[config.mk]
export PLATFORM = sky130hd
export DESIGN_NAME = interp_scheduler
export DESIGN_NICKNAME = d
export VERILOG_FILES = /design/src/rtl/interp_scheduler.sv
export SDC_FILE = /design/constraint.sdc
export NUM_CORES = 1
export LEC_CHECK = 0
export ABC_AREA = 1
export CORE_ASPECT_RATIO = 0.8
export CORE_MARGIN = 2
export CORE_UTILIZATION = 60
export DETAILED_ROUTE_END_ITERATION = 10
export GPL_TIMING_DRIVEN = 0
export PLACE_DENSITY = 0.91
export SYNTH_ARGS = -nofsm -noshare
export SYNTH_HDL_FRONTEND = slang
export SYNTH_SLANG_ARGS = --single-unit
[constraint.sdc]
create_clock -name clk -period 3.25 [get_ports clk]
set_clock_uncertainty 0.05 [all_clocks]
set_input_delay 0.8125 -clock clk [delete_from_list [all_inputs] [get_ports clk]]
set_output_delay 0.8125 -clock clk [all_outputs]
set_load 0.05 [all_outputs]
[src/rtl/interp_scheduler.sv]
// interp_scheduler: queues window descriptors and launches the interpolation engine one job at a time.
// Define INTERP_SCHED_TIMEOUT_EN to compile in the RUN-state watchdog (ABORT path).
module interp_scheduler #(
  parameter int FIFO_DEPTH  = 4,
  parameter int PIX_PER_JOB = 256,
  parameter int TIMEOUT_CYC = 64
) (
  input  logic                        clk,
  input  logic                        RST,
  input  logic                        job_valid,
  output logic                        job_ready,
  input  logic [5:0]                  job_h0,
  input  logic [5:0]                  job_v0,
  input  logic [3:0]                  job_sw,
  input  logic [3:0]                  job_sh,
  output logic                        job_err,
  output logic                        START,
  output logic [5:0]                  H0,
  output logic [5:0]                  V0,
  output logic [3:0]                  SW,
  output logic [3:0]                  SH,
  input  logic                        O_VALID,
  output logic                        busy,
  output logic                        done,
  output logic [1:0]                  done_id,
  output logic [$clog2(FIFO_DEPTH):0] fifo_cnt,
  output logic                        timeout,
  output logic                        eng_abort
);
  localparam int AW = $clog2(FIFO_DEPTH);
  localparam int PW = $clog2(PIX_PER_JOB) + 1;
  localparam logic [AW:0] FULL = (AW+1)'(FIFO_DEPTH);
  localparam logic [PW-1:0] PIX_LAST = PW'(PIX_PER_JOB - 1);
  typedef enum logic [2:0] {IDLE, LAUNCH, RUN, DONE, ABORT} state_t;
  state_t state_q, state_d;
  logic [21:0] mem [FIFO_DEPTH];
  logic [AW-1:0] wr_q, rd_q;
  logic [AW:0] cnt_q;
  logic [1:0] tag_q, cur_q;
  logic [19:0] par_q;
  logic [PW-1:0] pix_q, pix_d;
  logic job_err_q, hs, ok, push, pop;
  assign job_ready = cnt_q != FULL;
  // 7-bit sums so a window hitting the 64-pixel edge exactly is still legal
  assign ok = (job_sw != 4'd0) && (job_sh != 4'd0) &&
              ({1'b0, job_h0} + {3'b0, job_sw} <= 7'd64) &&
              ({1'b0, job_v0} + {3'b0, job_sh} <= 7'd64);
  assign hs   = job_valid && job_ready;
  assign push = hs && ok;
  assign pop  = (state_q == IDLE) && (cnt_q != '0);
  always_ff @(posedge clk)
    if (push) mem[wr_q] <= {tag_q, job_h0, job_v0, job_sw, job_sh};
  always_ff @(posedge clk or posedge RST)
    if (RST) begin
      wr_q  <= '0;
      rd_q  <= '0;
      cnt_q <= '0;
      tag_q <= '0;
    end else begin
      if (push) wr_q <= wr_q + AW'(1);
      if (push) tag_q <= tag_q + 2'd1;
      if (pop) rd_q <= rd_q + AW'(1);
      cnt_q <= cnt_q + (AW+1)'(push) - (AW+1)'(pop);
    end
`ifdef INTERP_SCHED_TIMEOUT_EN
  localparam int TW = $clog2(TIMEOUT_CYC + 1);
  localparam logic [TW-1:0] TO_LAST = TW'(TIMEOUT_CYC - 1);
  logic [TW-1:0] wdog_q, wdog_d;
  always_ff @(posedge clk or posedge RST)
    if (RST) wdog_q <= '0;
    else wdog_q <= wdog_d;
  assign timeout   = state_q == ABORT;
  assign eng_abort = state_q == ABORT;
`else
  assign timeout   = 1'b0;
  assign eng_abort = 1'b0;
`endif
  always_ff @(posedge clk or posedge RST)
    if (RST) begin
      state_q   <= IDLE;
      pix_q     <= '0;
      par_q     <= '0;
      cur_q     <= '0;
      job_err_q <= 1'b0;
    end else begin
      state_q   <= state_d;
      pix_q     <= pix_d;
      job_err_q <= hs && !ok;
      if (pop) {cur_q, par_q} <= mem[rd_q];
    end
  always_comb begin
    state_d = state_q;
    pix_d   = pix_q;
`ifdef INTERP_SCHED_TIMEOUT_EN
    wdog_d  = wdog_q;
`endif
    case (state_q)
      IDLE:   state_d = (cnt_q != '0) ? LAUNCH : IDLE;
      LAUNCH: begin
        pix_d   = '0;
        state_d = RUN;
`ifdef INTERP_SCHED_TIMEOUT_EN
        wdog_d  = '0;
`endif
      end
      RUN: begin
        if (O_VALID) pix_d = pix_q + PW'(1);
        if (O_VALID && pix_q == PIX_LAST) state_d = DONE;
`ifdef INTERP_SCHED_TIMEOUT_EN
        wdog_d = O_VALID ? '0 : wdog_q + TW'(1);
        if (!O_VALID && wdog_q == TO_LAST) state_d = ABORT;
`endif
      end
      default: state_d = IDLE;
    endcase
  end
  assign {H0, V0, SW, SH} = par_q;
  assign START   = state_q == LAUNCH;
  assign busy    = state_q != IDLE;
  assign done    = state_q == DONE;
  assign done_id = done ? cur_q : 2'd0;
  assign job_err = job_err_q;
  assign fifo_cnt = cnt_q;
endmodule

==> flow_summary.yaml <==
worst_setup_path:
  critical_path.most_common_cell: "sky130_fd_sc_hd__inv_1"
  endpoint_kind: "register"
  wp_data_arrival_ps: 3480
  crit_type: "primary input to register"
  cpLargestDelayFamily: "adder cells"
  startpoint_type: "primary input"
  crit_path_max_fanout: 6
  critPathSlowestCell: "sky130_fd_sc_hd__clkdlybuf4s50_1"
  combined_buffer_and_inverter_count_along_the_critical_path: 5
  timing.critical_path.cells: "clkdlybuf4s50_1 > ha_1 > inv_1 > nand2_1 > nand3_1 > nand3_2 > nand2_2 > nand4_4 > ha_1 > inv_1 > ha_1 > inv_1 > fa_1 > inv_1"
  timing.critical_path.slowest_cell_delay_ps: 570
  crit_required_ps: 3520
floorplan:
  core_area_mm2: 0.00919
  boundaryPins: 56
  floorplan.rows: 31
  die_area_mm2: 0.0104
  floorplan.die.width_um: 113
  initial_core_utilization_pct: 62.4
  die_h_um: 91.5
power_and_ir_drop:
  ir_worst_vdd_uv: 495
  cellPowerDensity_mw_per_mm2: 729
  power_leakage_nw: 2.79
timing:
  tightest_slew_ps: 780
  final_max_slew_viol_count: 0
  post-route-worst-setup-slack_ps: 35.3
  fmaxAchievable_ghz: 0.311
  period_minus_slack_ps: 3210
  tns_ps: 0
  timing.final.setup_violations: 0
  max-slew-margin-rel_pct: 47.8
  fin_crit_sh_pct: 98.9
  hold_viol_final: 0
  finalHoldWorstSlack_ps: 494
clock_tree:
  cts_max_path_buffers: 2
  numCtsBuffers: 17
  cts_tree: "yes"
  clock_sink_count: 131
  clk-insertion-delay-late_ps: 420
  clock_pin_slew_on_the_worst_setup_and_hold_paths_ps: 60
  clockRootBuffer: "sky130_fd_sc_hd__clkbuf_16"
  htree_levels: 4
run:
  maxCapViolCount: 0
worst_hold_path:
  hold_path.class: "register to register"
routing:
  drt-wirelength-per-cell_um: 20.8
  detailroute.via_count: 4325
  vias_per_cell: 6.05
  route.final.wire_length_mm: 14.9
  drt.antenna.violating_nets: 0
  drt_first_iter_violations: 546
  drc_errors_left: 0
  dr.pass1.iters: 6
global_routing:
  grt_pass1_vias: 4451
  grt_first_pass_wirelength_mm: 22.3
  largest_net_degree_at_the_start_of_global_routing: 32
  antenna_violations_before_repair: 0
  grt_util_all_layers_pct: 29.4
  grt_overflow: 0
yosys:
  synth-seq-cells: 131
  mappedNetlistArea_mm2: 0.00574
  synth.yosys.warnings: 0
  yosysSeqAreaShare_pct: 64.8
  ys_types: 32
  number_of_standard_cells_after_synthesis: 509
  post_synth.cell_area_avg_um2: 11.3
placed_design:
  dp_worst_setup_slack_ps: -1240
  dpl_cell_area_mm2: 0.00644
  gpl.final_weighted_congestion: 0.821
  final_hpwl_from_detailed_placement_mm: 8.66
  buffer_ports.inserted: 53
cells_and_area:
  antennaDiodeCount: 0
  n_fill_cell: 486
  num-nets-final: 634
  final_area_mm2: 0.00716
  area.growth.synth_to_final_pct: 24.7
  layout.core_utilization_pct: 77.8
  layout.cells.most_common: "sky130_fd_sc_hd__nor2_1"
  most-common-layout-cells: "sky130_fd_sc_hd__nor2_1 (123), sky130_fd_sc_hd__edfxtp_1 (88), sky130_fd_sc_hd__o21ai_0 (51), sky130_fd_sc_hd__dfrtp_1 (43), sky130_fd_sc_hd__nand2_1 (42)"
  drive_above_1_share_pct: 14.7
outcome:
  result_of_the_run: "complete, no violations"
==> path summary, 6_finish.rpt <==
path / depth (start not counted) / start / slack (ps) / endpoint
worst min-delay path: 2 / wr_q[1]$_DFFE_PP0P_ / 490 / wr_q[1]$_DFFE_PP0P_
worst max-delay path: 14 / job_sw[3] / 40 / fifo_cnt[1]$_DFF_PP0_
worst max register to register: 12 / state_q[1]$_DFFE_PP0P_ / 780 / fifo_cnt[1]$_DFF_PP0_
worst min register to register: 2 / wr_q[1]$_DFFE_PP0P_ / 490 / wr_q[1]$_DFFE_PP0P_
max in group asynchronous: 3 / RST / 2040 / par_q[3]$_DFFE_PP0P_
min in group asynchronous: 2 / RST / 630 / par_q[14]$_DFFE_PP0P_
==> area by class of cell <==
cell class	instances	area, um^2	share of cell area [%]
buffer	20	119	1.66
clock buffer	19	443	6.19
sequential	131	3720	52.0
inverter	39	146	2.05
timing repair buffer	57	566	7.90
tap	115	144	2.01
clock inverter	13	184	2.57
multi-input combinational	321	1840	25.7
==> layer usage <==
layer / up-vias / wire length (um) / GRT usage [%]
met1: 2074 / 5590 / 34.1
met5: - / 0 / 0
met2: 281 / 7510 / 48.6
li1: 1892 / - / -
met3: 78 / 1140 / 9.08
met4: 0 / 640 / 16.5
==> cell usage after synthesis, drive strengths merged <==
master,n,area share [%]
nand3,12,1.1
a21boi,1,0.20
xnor2,3,0.46
fa,3,1.0
nand2,44,3.0
nor2,134,9.2
a21oi,10,1.0
a31oi,22,3.3
dfrtp,43,19
buf,11,1.5
o22ai,3,0.33
ha,20,4.4
xor2,3,0.46
nand4,6,0.92
nand3b,1,0.13
edfxtp,88,46
nor3,2,0.17
clkbuf,9,0.59
o21ai,53,4.6
conb,1,0.065
inv,39,2.6
o31ai,1,0.22
==> kinds of logic (layout without fill, tap and decap cells) <==
| kind of cell | Yosys count | after routing | synth area share [%] |
|---|---|---|---|
| AO/OA/AOI/OAI | 90 | 90 | 9.64 |
| XOR/XNOR | 6 | 6 | 0.916 |
| adder cells (fa/ha/maj) | 23 | 23 | 5.41 |
| buffers and inverters | 59 | 148 | 4.62 |
| flip-flops | 131 | 131 | 64.8 |
| other | 1 | 2 | 0.0653 |
| AND/OR/NAND/NOR | 199 | 200 | 14.6 |
==> worst register-to-register path: cells and delay by family, from the launching register on <==
kind	cells	cell delay (ps)
adders and majority gates	4	1090
DFF	1	420
buffers and inverters	7	690
AOI/OAI and AO/OA	1	100
==> where the power goes <==
group,switching (W),internal (W)
clock network,0.000741,0.00130
logic,0.000626,0.000300
registers,0.000161,0.00209
total,0.00153,0.00369
==> state kept, by name, indices dropped and copies added (netlist names) <==
register / flops
wr_q: 2
cur_q: 2
mem: 88
state_q: 2
par_q: 20
rd_q: 2
tag_q: 2
job_err: 1
pix_q: 9
fifo_cnt: 3
==> metrics by stage <==
stage / power, W / cells
finish: 0.00522 / 715
global route: 0.00536 / 715
CTS: 0.00516 / 714
detailed placement: 0.00312 / 679
global placement: 0.00304 / 678
floorplan: 0.00279 / 510
==> timing repair <==
item,CTS,global route
cloned,0,1
endpoints found under the setup margin,91,90
buffers inserted,3,0
gates resized for setup,23,16
hold endpoints to repair,0,0
hold buffers,0,0
pin swaps,4,1
(Power assumes the default switching activity.)
